<file path="src/rtl/nn_pkg.sv">
// Shared types and defaults for the digit-classifier inference controller.
// Imported by the interface, the controller top and the stage watchdog.
package nn_pkg;

   localparam int DIGIT_W_DEF        = 4;
   localparam int TIMEOUT_CYCLES_DEF = 1024;
   localparam int MAX_LAYERS         = 8;

   typedef enum logic [2:0] {
      ST_IDLE,
      ST_CLEAR,
      ST_RUN_LAYER,
      ST_RUN_MAX,
      ST_RESULT,
      ST_ERROR
   } nn_state_t;

   // Counter/index width able to hold 0..n-1; never narrower than one bit.
   function automatic int idx_width(input int n);
      return (n > 1) ? $clog2(n) : 1;
   endfunction

endpackage

</file>
<file path="src/rtl/nn_inference_ctrl_if.sv">
// Bundle of the controller's host, datapath and result handshake signals.
// The master side is the controller; the slave side is the datapath/host.
interface nn_inference_ctrl_if
   import nn_pkg::*;
#(
   parameter int NUM_LAYERS = 2,
   parameter int DIGIT_W    = DIGIT_W_DEF
);

   logic                  start;
   logic                  busy;
   logic                  dp_clr;
   logic [NUM_LAYERS-1:0] layer_en;
   logic [NUM_LAYERS-1:0] layer_done;
   logic                  max_en;
   logic                  max_done;
   logic [DIGIT_W-1:0]    max_digit;
   logic                  result_valid;
   logic                  result_ready;
   logic [DIGIT_W-1:0]    result_digit;
   logic                  error;
   logic [15:0]           infer_cnt;

   modport master (
      input  start, layer_done, max_done, max_digit, result_ready,
      output busy, dp_clr, layer_en, max_en, result_valid, result_digit,
             error, infer_cnt
   );

   modport slave (
      output start, layer_done, max_done, max_digit, result_ready,
      input  busy, dp_clr, layer_en, max_en, result_valid, result_digit,
             error, infer_cnt
   );

endinterface

</file>
<file path="src/rtl/stage_watchdog.sv">
// Per-stage cycle counter that flags a stage which has run for TIMEOUT_CYCLES
// cycles; the controller clears it whenever a new stage begins.
module stage_watchdog
   import nn_pkg::*;
#(
   parameter int TIMEOUT_CYCLES = TIMEOUT_CYCLES_DEF
) (
   input  logic clk,
   input  logic reset,
   input  logic clear,
   input  logic count,
   output logic expired
);

   localparam int CW = idx_width(TIMEOUT_CYCLES);

   logic [CW-1:0] cnt;

   // Saturates at the terminal value so a stalled controller cannot wrap it.
   always_ff @(posedge clk) begin
      if (reset) begin
         cnt <= '0;
      end else if (clear) begin
         cnt <= '0;
      end else if (count && !expired) begin
         cnt <= cnt + CW'(1);
      end
   end

   assign expired = (cnt == CW'(TIMEOUT_CYCLES - 1));

endmodule

</file>
<file path="src/rtl/nn_inference_ctrl.sv">
// Sequences clear, the dense layers and the argmax stage for one inference,
// then presents the classified digit on a valid/ready result handshake.
module nn_inference_ctrl
   import nn_pkg::*;
#(
   parameter int NUM_LAYERS     = 2,
   parameter int TIMEOUT_CYCLES = TIMEOUT_CYCLES_DEF,
   parameter int DIGIT_W        = DIGIT_W_DEF
) (
   input logic                 clk,
   input logic                 reset,
   nn_inference_ctrl_if.master bus
);

   localparam int LIDX_W = idx_width(NUM_LAYERS);

   nn_state_t             state_q, state_d;
   logic [LIDX_W-1:0]     layer_idx_q, layer_idx_d;
   logic [DIGIT_W-1:0]    result_digit_q;
   logic [15:0]           infer_cnt_q;
   logic                  wd_clear;
   logic                  wd_count;
   logic                  wd_expired;
   logic                  capture_digit;
   logic                  count_inference;
   logic [NUM_LAYERS-1:0] layer_en_d;

   stage_watchdog #(
      .TIMEOUT_CYCLES (TIMEOUT_CYCLES)
   ) u_watchdog (
      .clk     (clk),
      .reset   (reset),
      .clear   (wd_clear),
      .count   (wd_count),
      .expired (wd_expired)
   );

   always_ff @(posedge clk) begin
      if (reset) begin
         state_q <= ST_IDLE;
      end else begin
         state_q <= state_d;
      end
   end

   // The watchdog is held clear outside the run stages and on the cycle a
   // stage finishes, so every stage starts counting from zero.
   always_comb begin
      state_d         = state_q;
      layer_idx_d     = layer_idx_q;
      wd_clear        = 1'b1;
      wd_count        = 1'b0;
      capture_digit   = 1'b0;
      count_inference = 1'b0;
      unique case (state_q)
         ST_IDLE: begin
            if (bus.start) state_d = ST_CLEAR;
         end
         ST_CLEAR: begin
            layer_idx_d = '0;
            state_d     = ST_RUN_LAYER;
         end
         ST_RUN_LAYER: begin
            wd_clear = 1'b0;
            wd_count = 1'b1;
            if (bus.layer_done[layer_idx_q]) begin
               wd_clear = 1'b1;
               if (layer_idx_q == LIDX_W'(NUM_LAYERS - 1)) begin
                  state_d = ST_RUN_MAX;
               end else begin
                  layer_idx_d = layer_idx_q + LIDX_W'(1);
               end
            end else if (wd_expired) begin
               state_d = ST_ERROR;
            end
         end
         ST_RUN_MAX: begin
            wd_clear = 1'b0;
            wd_count = 1'b1;
            if (bus.max_done) begin
               wd_clear      = 1'b1;
               capture_digit = 1'b1;
               state_d       = ST_RESULT;
            end else if (wd_expired) begin
               state_d = ST_ERROR;
            end
         end
         ST_RESULT: begin
            if (bus.result_ready) begin
               count_inference = 1'b1;
               state_d         = ST_IDLE;
            end
         end
         ST_ERROR: begin
            if (bus.start) state_d = ST_CLEAR;
         end
         default: begin
            state_d = ST_IDLE;
         end
      endcase
   end

   always_ff @(posedge clk) begin
      if (reset) begin
         layer_idx_q    <= '0;
         result_digit_q <= '0;
         infer_cnt_q    <= '0;
      end else begin
         layer_idx_q <= layer_idx_d;
         if (capture_digit) result_digit_q <= bus.max_digit;
         if (count_inference) infer_cnt_q <= infer_cnt_q + 16'd1;
      end
   end

   always_comb begin
      layer_en_d = '0;
      if (state_q == ST_RUN_LAYER) layer_en_d[layer_idx_q] = 1'b1;
   end

   assign bus.busy         = (state_q != ST_IDLE) && (state_q != ST_ERROR);
   assign bus.dp_clr       = (state_q == ST_CLEAR);
   assign bus.layer_en     = layer_en_d;
   assign bus.max_en       = (state_q == ST_RUN_MAX);
   assign bus.result_valid = (state_q == ST_RESULT);
   assign bus.error        = (state_q == ST_ERROR);
   assign bus.result_digit = result_digit_q;
   assign bus.infer_cnt    = infer_cnt_q;

endmodule

</file>
<file path="src/flat_wrapper.sv">
// flat-port wrapper written by rule: the top's interface ports become plain ports
module nn_inference_ctrl_flat import nn_pkg::*;
#(
   parameter int NUM_LAYERS     = 2,
   parameter int TIMEOUT_CYCLES = TIMEOUT_CYCLES_DEF,
   parameter int DIGIT_W        = DIGIT_W_DEF
)
  (clk, reset, bus_start, bus_layer_done, bus_max_done, bus_max_digit, bus_result_ready, bus_busy, bus_dp_clr, bus_layer_en, bus_max_en, bus_result_valid, bus_result_digit, bus_error, bus_infer_cnt);
  nn_inference_ctrl_if #(.NUM_LAYERS(NUM_LAYERS), .DIGIT_W(DIGIT_W)) bus_i ();
  input logic clk;
  input logic reset;
  input wire logic [$bits(bus_i.start)-1:0] bus_start;
  input wire logic [$bits(bus_i.layer_done)-1:0] bus_layer_done;
  input wire logic [$bits(bus_i.max_done)-1:0] bus_max_done;
  input wire logic [$bits(bus_i.max_digit)-1:0] bus_max_digit;
  input wire logic [$bits(bus_i.result_ready)-1:0] bus_result_ready;
  output wire logic [$bits(bus_i.busy)-1:0] bus_busy;
  output wire logic [$bits(bus_i.dp_clr)-1:0] bus_dp_clr;
  output wire logic [$bits(bus_i.layer_en)-1:0] bus_layer_en;
  output wire logic [$bits(bus_i.max_en)-1:0] bus_max_en;
  output wire logic [$bits(bus_i.result_valid)-1:0] bus_result_valid;
  output wire logic [$bits(bus_i.result_digit)-1:0] bus_result_digit;
  output wire logic [$bits(bus_i.error)-1:0] bus_error;
  output wire logic [$bits(bus_i.infer_cnt)-1:0] bus_infer_cnt;
  assign bus_i.start = bus_start;
  assign bus_i.layer_done = bus_layer_done;
  assign bus_i.max_done = bus_max_done;
  assign bus_i.max_digit = bus_max_digit;
  assign bus_i.result_ready = bus_result_ready;
  assign bus_busy = bus_i.busy;
  assign bus_dp_clr = bus_i.dp_clr;
  assign bus_layer_en = bus_i.layer_en;
  assign bus_max_en = bus_i.max_en;
  assign bus_result_valid = bus_i.result_valid;
  assign bus_result_digit = bus_i.result_digit;
  assign bus_error = bus_i.error;
  assign bus_infer_cnt = bus_i.infer_cnt;
  nn_inference_ctrl #(.NUM_LAYERS(NUM_LAYERS), .TIMEOUT_CYCLES(TIMEOUT_CYCLES), .DIGIT_W(DIGIT_W)) u_core (.clk(clk), .reset(reset), .bus(bus_i));
endmodule
</file>
<file path="config.mk">
export PLATFORM = sky130hd
export DESIGN_NAME = nn_inference_ctrl_flat
export DESIGN_NICKNAME = d
export VERILOG_FILES = /design/src/rtl/nn_pkg.sv /design/src/rtl/nn_inference_ctrl_if.sv /design/src/rtl/stage_watchdog.sv /design/src/rtl/nn_inference_ctrl.sv /design/src/flat_wrapper.sv
export SDC_FILE = /design/constraint.sdc
export NUM_CORES = 1
export LEC_CHECK = 0
export ABC_AREA = 1
export BUFFER_PORTS_ARGS = -buffer_cell sky130_fd_sc_hd__buf_4
export CORE_MARGIN = 8
export CORE_UTILIZATION = 51
export CTS_BUF_LIST = sky130_fd_sc_hd__clkbuf_2 sky130_fd_sc_hd__clkbuf_4 sky130_fd_sc_hd__clkbuf_8
export DETAILED_ROUTE_END_ITERATION = 6
export PLACE_DENSITY = 0.85
export SETUP_SLACK_MARGIN = 0.2
export SLEW_MARGIN = 20
export SYNTH_ARGS = -nofsm -noshare
export SYNTH_HDL_FRONTEND = slang
export SYNTH_SLANG_ARGS = --single-unit
</file>
<file path="constraint.sdc">
create_clock -name clk -period 1.6 [get_ports clk]
set_clock_uncertainty 0.05 [all_clocks]
set_input_delay 0.16 -clock clk [delete_from_list [all_inputs] [get_ports clk]]
set_output_delay 0.16 -clock clk [all_outputs]
set_load 0.01 [all_outputs]
</file>
After elaboration in Yosys (flattened, before gate mapping). Index checks and enable logic that the tools add are counted.

Bits in registers: 34. Word-level logic and storage cells: 55. Bits in writable memories: 0. Memories kept: 0. Output and inout bits: 27. Memory bits (read-only): 0. Bits in latches: 0.

$mul: 0. Divide/modulo/power cells: 0. Muxes and demuxes: 22. Bitwise operators: 0. Reduce and logical (&&, ||, !) cells: 12. Shift-type cells: 0. $lt $le $gt $ge: 2. Equal/unequal tests: 11. $add $sub $neg: 3.

Operators by type and width (count): 3-bit 2-to-1 mux (6); 16-bit by 1-bit adder with 16-bit output (second input constant) (1); 3-bit one-hot mux with 5 select lines (1); 1-bit 2-to-1 mux (11); 10-bit by 1-bit adder with 10-bit output (second input constant) (1); 10-bit equality test (second input constant) (1); 3-bit by 2-bit equality test with 1-bit output (second input constant) (2); 3-bit equality test (second input constant) (2); 2-bit OR reduction (3); 2-bit by 1-bit != test with 1-bit output (second input constant) (2); 1-bit one-hot mux with 2 select lines (2); 3-bit by 1-bit equality test with 1-bit output (second input constant) (1); 1-bit logical AND (3); 3-bit logical NOT (1); 3-bit by 2-bit != test with 1-bit output (second input constant) (1); 3-bit != test (second input constant) (1); 3-bit AND reduction (1); 3-bit nonzero test (1); 1-bit by 2-bit less-than comparator with 1-bit output (second input constant) (1); 2-bit 2-to-1 mux (1); 2-bit != test (second input constant) (1); 2-bit AND reduction (1); 2-bit nonzero test (1); 1-bit adder (second input constant) (1); other kinds (3) (3).

Depth between registers and ports, before layout. Gate-level depths: netlist of run 1.

Depth after elaboration: 5. Mapped depth: 10.

Modules after synthesis. From an unflattened synthesis of run 1, not the netlist that was laid out.

Cell total of the unflattened synthesis: 288. Area, all modules: 1873.0 um2.

By module, submodules not included: nn_inference_ctrl (instances 1, cells each 204, area an instance 1306.3 um2); stage_watchdog (instances 1, cells each 84, area an instance 566.8 um2).

Least setup slack after synthesis of run 1. Ideal clock, no wire load.

Path type: reg-to-reg. Start point: register u_core.u_watchdog.cnt[0]. End point: register u_core.u_watchdog.cnt[7]. Path buffers: 1. Cell stages (with the launch flop): 10. Slack: 0.143 ns. Data arrival time: 1.294 ns. Cells stage by stage: dfxtp_1 ha_1 nand3_1 nor2_2 nand2_1 nand2_2 buf_4 o21bai_1 nand2_1 nor2_1.

Cells in the longest elaborated chain, start to end: 3. Elaborated cells on any way between the ends: 4. Those cells by class: add/sub (1); eq/ne (1); reduce/logical (2).

RTL lines: start, declared (RTL line stage_watchdog.sv:17) `logic [CW-1:0] cnt;`; start signal, assigned (RTL line stage_watchdog.sv:26) `cnt <= cnt + CW'(1);`; parallel branches: the longest is 3 deep, another holds 10-bit by 1-bit adder with 10-bit output.

Parallel ways; which one is timed is not known. A chain may end at the register's enable or synchronous reset.

Worst setup path in the final report of run 1.
Start point: register u_core.state_q[2]. End point: output bus_dp_clr.

Cells in the longest elaborated chain, start to end: 1.

RTL lines: start, declared (RTL line nn_inference_ctrl.sv:17) `nn_state_t state_q, state_d;`; start signal, assigned (RTL line nn_inference_ctrl.sv:42) `state_q <= state_d;`; 3-bit by 1-bit equality test with 1-bit output (RTL line nn_inference_ctrl.sv:121) `assign bus.dp_clr = (state_q == ST_CLEAR);`; end, declared (RTL line flat_wrapper.sv:18) `output wire logic [$bits(bus_i.dp_clr)-1:0] bus_dp_clr;`.

No other way between the ends.

==> results of run 1 <==
path summary, 6_finish.rpt:
path,from,end,cells past startpoint
max,u_core.state_q[2]$_SDFFE_PP0P_,bus_dp_clr,3
min,bus_max_digit[2],u_core.bus.result_digit[2]$_SDFFE_PP0P_,3
max reg2reg,u_core.state_q[2]$_SDFFE_PP0P_,u_core.state_q[2]$_SDFFE_PP0P_,8
min reg2reg,u_core.bus.result_digit[2]$_SDFFE_PP0P_,u_core.bus.result_digit[2]$_SDFFE_PP0P_,2
stage by stage:
step / util [%] / hold WS, ps / std cells
2_1_floorplan: - / 189 / 274
3_3_place_gp: 64.3 / 365 / 359
3_5_place_dp: 64.3 / 370 / 359
4_1_cts: 70.7 / 9.13 / 379
5_1_grt: 78.8 / 3.12 / 390
6_report: 78.8 / 8.90 / 390
metal layers:
layer | track usage [%] | routed length, um | up-vias
met2 | 30.9 | 3180 | 99
li1 | - | - | 1016
met5 | 0 | 0 | -
met4 | 7.89 | 152 | 0
met3 | 5.92 | 356 | 16
met1 | 20.9 | 2410 | 1015
critical path, stage by stage (launching register included):
cell and delay [ps]:
dfxtp_4 390, buf_4 150, nor3_1 260, buf_4 180
flip-flops by register name, summed over array words and instances (netlist names):
| name | flops |
|---|---|
| u_core.bus.result_digit | 4 |
| u_core.layer_idx_q | 1 |
| u_core.u_watchdog.cnt | 10 |
| u_core.state_q | 3 |
| u_core.bus.infer_cnt | 16 |
layout by cell type (no fill, tap or decap), types with 6 or more instances in the layout:
cell and instances:
nand3_1 9, dfxtp_2 7, nor2_1 33, buf_4 57, a21oi_1 19, nor3_1 11
nand2_1 70, nand4_1 6, inv_1 28, nand2_4 6, dfxtp_1 24, nor2_4 8
layout make-up:
type / instances / area, um2
multi-input combinational: 203 / 1180
fill: 213 / 717
sequential: 34 / 701
timing repair buffer: 65 / 534
inverter: 34 / 138
tap: 46 / 57.6
clock inverter: 2 / 12.5
clock buffer: 6 / 51.3
logic make-up after synthesis:
kind of cell | share of synthesized area, %
simple gates | 41.5
buf+inv | 8.42
compound gates | 10.1
flops | 37.5
xor+xnor | 0.966
fa+ha+maj | 1.38
power groups by stage:
stage               logic, uW  registers [uW]  clock network [uW]
floorplan                 310             930                   0
global placement          440             938                   0
detailed placement        446             937                   0
CTS                       537             930                 529
global route              848             940                 575
finish                    812             937                 543
repair_timing:
item                                    4_1_cts  5_1_grt
pin swaps                                     7       16
endpoints found under the hold margin         1        0
cloned                                        1        0
endpoints found under the setup margin       31       29
buffers inserted                             10       11
resized for setup                            21       41
hold buffers                                  1        0
==> summary.md, run 1 <==
| Metric | Value |
|---|---|
| Status | finished clean |
| Initial antenna violation count | 0 |
| Crit path capture type | primary output |
| Rel. slew slack | between 70% and 80% |
| Final nets | ~360 |
| Reg-to-reg slack, setup | about 90 ps |
| Largest area contributor in the netlist | dfxtp_1 |
| Final WS setup | about 46 ps |
| Measured slew at the worst slew-check pin | between 400 and 500 ps |
| Io pins | 38 |
| Hold/Removal Path Class | in -> reg |
| Setup_tns | 0 ps |
| Port Buffers | 37 |
| Top post-synthesis cells by area | dfxtp_1 38%, nand2_1 16%, nor2_1 7.7% |
| Most frequent cell after synthesis | nand2_1 |
| Antenna-violating nets left | 0 |
| Most frequent cells after synthesis | 77 x nand2_1, 37 x nor2_1, 34 x dfxtp_1 |
| Final setup vio count | 0 |
| Crit share post-route | 97.1% |
| Fmax | 644 MHz |
| RSZ-0062 raised after global routing | yes |
| # diodes | 0 |
| Post-Syn Area | around 1800 um2 |
| Critical path class | reg -> out |
| Tot Pwr | between 2000 and 2500 uW |
| Power Internal | around 1500 uW |
| Power share of the combinational group | a little over a third |
| Unique cell type count in the Yosys netlist | 30 |
| Worst skew pair latency | 360 ps |
| Drt pass-1 iters | 5 |
| Largest net degree at the start of global routing | 16 |
| Critical Path AT | between 1000 and 1500 ps |
| Number of remaining DRC errors | 0 |
| Post-Syn Instances | approximately 270 |
| Syn nets | 287 |
| Min Tclk post-route | ~1600 ps |
| Via/cell ratio | roughly 5.5 |
| Tot GR Track Use | roughly 18% |
| P_leak | between 0.001 and 0.0015 uW |
| VDD IR max | approximately 0.6 mV |
| Clock root cell | clkbuf_4 |
| Core area | ~3400 um2 |
| Placement Setup Slack | 17.3 ps |
| Async SR Flop Fraction | 0% |
| Area grow syn2layout | 47.4% |
| Num CTS Buffers | 5 |
| DP HPWL | ~3200 um |
| Clk sink count | 34 |
| DRT iter0 DRCs | around 240 |
| Vias in the first global route | roughly 1.9k |
| Fin. Hold Viols | 0 |
| Vias | about 2.1k |
| Sequential share of power | between 40 and 50% |
| H-tree depth | 2 |
| Starting Density | a little over half |
| Clock network power share | a little under a quarter |
| Main flop type after synthesis | dfxtp_1 |
| PwrDens | 858 nW/um2 |
| Die span in y | between 70 and 80 um |
| Row count | 21 |
| Placed Area | between 2000 and 2500 um2 |
| Seq/Total Area, Yosys | 37.5% |
| Clock-pin slew on the worst setup and hold paths | approximately 130 ps |
| Slew Viols, Final | 0 |
| Routed len/inst | 15.6 um |
| CP max FO | 4 |
| First-pass GRT wire length | about 8100 um |
| Max clock buf depth | 2 |
| Die Area | 5720 um2 |
| Switching Share | a little over a third |
| CP Data Required Time | ~1400 ps |
| Total gr overflow | 0 |
| Avg Inst Size Synth | around 6.6 um2 |
| Critical Path Source Type | flop |
| Synth warn | 0 |
| Final Instance Area | between 2000 and 3000 um2 |
| MaxCap Viol Count | 0 |
| NetSw | roughly 830 uW |
| Seq cells post-synth | 34 |
| Final wirelength | between 6000 and 7000 um |
| Die width | approximately 76 um |
| Layout cells sized above 1 | between 30% and 40% |
| Post-synth EDFFs | 0 |
| GPL Wtd Cong | 0.866 |
| Share of the synthesized area in the top cell type | a little under two fifths |
| CTS tree | done |
Note: power is estimated with default switching activity, not from simulation.
==> inputs of run 2 (changes only) <==
Settings changed: SYNTH_HIERARCHICAL set to 1.
==> summary.md, run 2 <==
| Metric | Value |
|---|---|
| Tot Pwr | 2590 uW |
| Syn nets | ~300 |
| Largest family of logic cells by synthesized area | simple AND/OR/NAND/NOR gates |
| Crit path capture type | flop |
| First-pass GRT wire length | 8000 um |
| Placed Area | around 2300 um2 |
| Synth Area in XOR/XNOR | less than 1% |
| Number of remaining DRC errors | 0 |
| PwrDens | between 900 and 1000 nW/um2 |
| Post-synth EDFFs | 0 |
| Critical Path Source Type | flop |
| Most frequent cell after synthesis | nand2_1 |
| VDD IR max | roughly 0.64 mV |
| GPL Wtd Cong | roughly 0.86 |
| Layout cells sized above 1 | around a third |
| CP max FO | 3 |
| Clk sink count | 34 |
| Synth Area in Compound Gates | under 10% |
| Max reg flops | 16 |
| Critical Path AT | around 1700 ps |
| Async SR Flop Fraction | 0% |
| Num CTS Buffers | 5 |
| Core Util, Final | about 73% |
| Final setup vio count | 0 |
| Most frequent cells in the layout | 66 x nand2_1, 56 x buf_4, 44 x nor2_1, 31 x inv_1 |
| Number of fill cells | 280 |
| CP Data Required Time | around 1800 ps |
| Status | finished clean |
| Most common cell after layout, fill and taps aside | nand2_1 |
| Seq/Total Area, Yosys | a little over a third |
| DP HPWL | 3370 um |
| Core area | ~3600 um2 |
| Synth warn | 6 |
| Final wirelength | about 5800 um |
| Die span in y | between 70 and 80 um |
| Clock-pin slew on the worst setup and hold paths | about 80 ps |
| Share of the synthesized area in the top cell type | approximately 36% |
| Most frequent cells after synthesis | 73 x nand2_1, 51 x nor2_1, 34 x dfxtp_1 |
| Min Tclk post-route | about 1600 ps |
| # diodes | 0 |
| Final nets | around 370 |
| Starting Density | approximately 52% |
| H-tree depth | 2 |
| Rel. slew slack | between 70% and 80% |
| Hold_buf cts | 0 |
| Fin. Hold Viols | 0 |
| Via/cell ratio | 5.45 |
| RSZ-0062 raised after global routing | yes |
| Area grow syn2layout | 41.3% |
| Post-Syn Area | around 1900 um2 |
| Simple-Gate Fraction of Synth Area | 44.2% |
| Io pins | 38 |
| Slew Viols, Final | 0 |
| Clock root cell | clkbuf_8 |
| Measured slew at the worst slew-check pin | roughly 380 ps |
| DRT iter0 DRCs | between 200 and 250 |
| Post-Syn Instances | 288 |
| Fmax | around 640 MHz |
| Largest area contributor in the netlist | dfxtp_1 |
| Max clock buf depth | 2 |
| Total gr overflow | 0 |
| Port Buffers | 37 |
| Row count | 22 |
| DP Cell Count | 375 |
| Final Instance Area | between 2000 and 3000 um2 |
| Worst skew pair latency | roughly 290 ps |
| CTS tree | done |
| Largest net degree at the start of global routing | 15 |
| Adder-cell share of the synthesized area | around 1.3% |
| Antenna-violating nets left | 0 |
| MaxCap Viol Count | 0 |
| Setup_tns | 0 ps |
| P_leak | 0.00115 uW |
| Routed len/inst | 14.4 um |
| Initial antenna violation count | 0 |
| Main flop type after synthesis | dfxtp_1 |
| Non-filler cells in the finished layout | ~400 |
| Critical path class | reg -> reg |
| Die width | 76.6 um |
| Vias | between 2k and 2.5k |
| Die Area | between 5000 and 6000 um2 |
| Crit share post-route | a little over nine tenths |
| Avg Inst Size Synth | roughly 6.5 um2 |
| Seq cells post-synth | 34 |
| Top post-synthesis cells by area | dfxtp_1 36%, nand2_1 15%, nor2_1 10% |
| Tot GR Track Use | between 10% and 20% |
| Drt pass-1 iters | 5 |
| Vias in the first global route | 1900 |
| Mux share of post-synthesis cell area | 0% |
| Hold/Removal Path Class | in -> reg |
| Unique cell type count in the Yosys netlist | 25 |
[run 2: cell count changes after synthesis, moves of 2 or more]
cell and delta:
nor2_2 -3, buf_6 +2, buf_4 -2, nor2_1 +14, nand4_1 +2, o21a_1 -2
nor3_1 -6, a21oi_1 +3, nand3_1 +12, inv_1 +2, nand2_1 -4, nor2_4 +2
[run 2: cells by family (layout without fill, tap and decap cells)]
logic type,after synthesis,count (layout)
buffers and inverters,39,102
and+or+nand+nor,179,181
adders and majority gates,2,2
AOI/OAI and AO/OA,33,33
xor gates and xnor gates,1,1
DFF,34,34
[run 2: per-stage QoR]
stage          hold WS, ps  setup WS [ps]
2_1_floorplan          179            201
3_3_place_gp           400           90.8
3_5_place_dp           398           53.6
4_1_cts               93.1            157
5_1_grt                104          -16.5
6_report              91.7           30.1
[run 2: layout make-up]
class | count | area [um2] | share of cell area (%)
inverter | 34 | 133 | 5.01
sequential | 34 | 706 | 26.7
multi-input combinational | 217 | 1180 | 44.8
clock buffer | 7 | 90.1 | 3.40
clock inverter | 1 | 5.00 | 0.189
timing repair buffer | 60 | 469 | 17.7
tap | 48 | 60.1 | 2.27
[run 2: worst paths after layout]
check / start / to / slack (ps) / cells after the start
max reg2reg: u_core/u_watchdog/cnt[1]$_SDFFE_PP0P_ / u_core/state_q[2]$_SDFFE_PP0P_ / 30 / 9
min reg2reg: u_core/bus.result_digit[3]$_SDFFE_PP0P_ / u_core/bus.result_digit[3]$_SDFFE_PP0P_ / 420 / 2
max: u_core/u_watchdog/cnt[1]$_SDFFE_PP0P_ / u_core/state_q[2]$_SDFFE_PP0P_ / 30 / 9
min: bus_max_digit[0] / u_core/bus.result_digit[0]$_SDFFE_PP0P_ / 90 / 3
[run 2: worst max-delay path: stages, from the launching register on]
cell	delay [ps]
dfxtp_4	370
ha_4	160
nand2_4	60
nor2_4	130
nand2_4	80
nor2_4	120
nor2_2	50
nor2_1	150
a22oi_1	130
a21oi_1	190
[run 2: what timing repair did]
item / 4_1_cts / 5_1_grt
pin swaps: 5 / 9
buffers inserted: 6 / 10
setup endpoints to repair: 20 / 27
resized for setup: 21 / 27
gates cloned: 0 / 2
[run 2: power by group]
group / internal, uW / switching (uW) / total, uW
Sequential: 894 / 64.8 / 959
Combinational: 402 / 543 / 944
Clock: 364 / 322 / 687
[run 2: routing by layer]
| metal | GRT usage (%) | up-vias | share of wire, % |
|---|---|---|---|
| met5 | 0 | - | 0 |
| met4 | 7.31 | 0 | 3.2 |
| met3 | 3.89 | 24 | 6.6 |
| met2 | 28.3 | 115 | 50 |
| met1 | 17.8 | 981 | 40 |
| li1 | - | 1067 | - |
==> inputs of run 3 (changes only) <==
Settings changed: CORE_UTILIZATION 51 to 55, PLACE_DENSITY 0.85 to 0.87.
Clock period 1.6 ns to 2 ns, I/O delays scaled along.
==> summary.md, run 3 (synthesized netlist as in run 2, its figures left out) <==
| Metric | Value |
|---|---|
| VDD IR max | about 0.54 mV |
| Crit share post-route | 83.9% |
| Drt pass-1 iters | 4 |
| Antenna-violating nets left | 0 |
| Measured slew at the worst slew-check pin | between 400 and 500 ps |
| Core Util, Final | 69.1% |
| CP max FO | 12 |
| Critical Path AT | between 1000 and 1500 ps |
| CP Data Required Time | between 1500 and 2000 ps |
| Routed len/inst | 11.7 um |
| Io pins | 38 |
| CTS tree | done |
| Port Buffers | 37 |
| Min Tclk post-route | roughly 1700 ps |
| Final wirelength | around 4400 um |
| GPL Wtd Cong | around 0.9 |
| Vias in the first global route | roughly 1.8k |
| DP HPWL | roughly 3400 um |
| Row count | 21 |
| Number of remaining DRC errors | 0 |
| Status | finished clean |
| Final WS setup | between 300 and 400 ps |
| Area grow syn2layout | 22.1% |
| P_leak | approximately 0.001 uW |
| Most frequent cells in the layout | 73 x nand2_1, 51 x nor2_1, 40 x buf_4, 32 x inv_1, 31 x dfxtp_1 |
| Area occupied by multi-input gates | around 1000 um2 |
| PwrDens | ~760 nW/um2 |
| Fmax | ~600 MHz |
| RSZ-0062 raised after global routing | yes |
| MaxCap Viol Count | 0 |
| Die width | ~74 um |
| Initial antenna violation count | 0 |
| Slew Viols, Final | 0 |
| Die Area | between 5000 and 6000 um2 |
| Starting Density | 56.6% |
| FF/Latch Area | between 600 and 700 um2 |
| Die span in y | between 70 and 80 um |
| Critical path class | reg -> out |
| Reg-to-reg slack, setup | between 300 and 400 ps |
| First-pass GRT wire length | 7550 um |
| Most common cell after layout, fill and taps aside | nand2_1 |
| Setup_tns | 0 ps |
| Core area | between 3000 and 4000 um2 |
| Clock-pin slew on the worst setup and hold paths | 100 ps |
| Rel. slew slack | between 70% and 80% |
| H-tree depth | 2 |
| Tot Pwr | about 1700 uW |
| Total gr overflow | 0 |
| Max clock buf depth | 2 |
| Crit path capture type | primary output |
| Largest net degree at the start of global routing | 15 |
| Layout cells sized above 1 | between 20% and 30% |
| Tot GR Track Use | 17.1% |
| Vias | about 2.0k |
| Via/cell ratio | approximately 5.2 |
| Fin. Hold Viols | 0 |
| Worst skew pair latency | 340 ps |
| Critical Path Source Type | flop |
| DP Cell Count | between 300 and 400 |
| Placement Setup Slack | 304 ps |
| Final nets | between 300 and 400 |
| Final setup vio count | 0 |
| Hold/Removal Path Class | in -> reg |
| # diodes | 0 |
| Number of fill cells | ~320 |
| Clk sink count | 34 |
| Post-CTS Setup Inserts | 0 |
| Non-filler cells in the finished layout | between 300 and 400 |
| Num CTS Buffers | 5 |
| Clock root cell | clkbuf_4 |
| Max reg flops | 16 |
| DRT iter0 DRCs | between 150 and 200 |
-- run 3: cell types whose count changed in the layout (fill, tap and decap cells not counted), moves of 4 or more --
cell / delta
buf_4: -16
nand2_1: +7
nor2_1: +7
clkbuf_4: +6
clkbuf_8: -6
dfxtp_4: -6
dfxtp_1: +5
nor2_2: -5
nand2_4: -4
-- run 3: metal layers --
metal / part of all wire (%) / routed length (um) / global-route usage, % / vias to the layer above
met5: 0 / 0 / 0 / -
met4: 1.6 / 70 / 8.04 / 0
met3: 4.6 / 204 / 3.77 / 7
met2: 49 / 2160 / 29.2 / 48
met1: 45 / 1970 / 19.6 / 899
li1: - / - / - / 1014
-- run 3: through the flow --
stage,hold WS [ps],cell area [um2]
final,75.5,2290
after CTS,56.8,2280
after floorplan,219,1870
after global placement,403,2200
after detailed placement,410,2200
after global routing,70.4,2290
-- run 3: worst max-delay path: stages (launching register included) --
cell and delay [ps]:
dfxtp_2 400, nand2_2 110, inv_2 170, nand2_1 140, nor2_1 130, buf_4 130
-- run 3: where the power goes --
| part | internal, uW | switching, uW | total, uW |
|---|---|---|---|
| combinational | 175 | 286 | 461 |
| clock | 292 | 230 | 522 |
| sequential | 710 | 43.7 | 753 |
-- run 3: cell type report --
type / count / area share (%)
repair buffers: 40 / 13.1
clock inverters: 1 / 1.31
inverters: 34 / 5.58
clock buffers: 7 / 2.30
multi-input cells: 215 / 45.2
flip-flops and latches: 34 / 29.9
well taps: 46 / 2.52
-- run 3: path summary, 6_finish.rpt --
path | start | endpoint | cells after the start
hold / removal | bus_max_digit[3] | u_core/bus.result_digit[3]$_SDFFE_PP0P_ | 3
hold reg to reg | u_core/bus.result_digit[1]$_SDFFE_PP0P_ | u_core/bus.result_digit[1]$_SDFFE_PP0P_ | 2
setup reg to reg | u_core/u_watchdog/cnt[1]$_SDFFE_PP0P_ | u_core/state_q[0]$_SDFFE_PP0P_ | 11
setup / recovery | u_core/state_q[1]$_SDFFE_PP0P_ | bus_layer_en[0] | 5
-- run 3: what timing repair did --
action / CTS / global route
hold buffers: 0 / 0
endpoints found under the setup margin: 0 / 13
gates resized for setup: 0 / 4
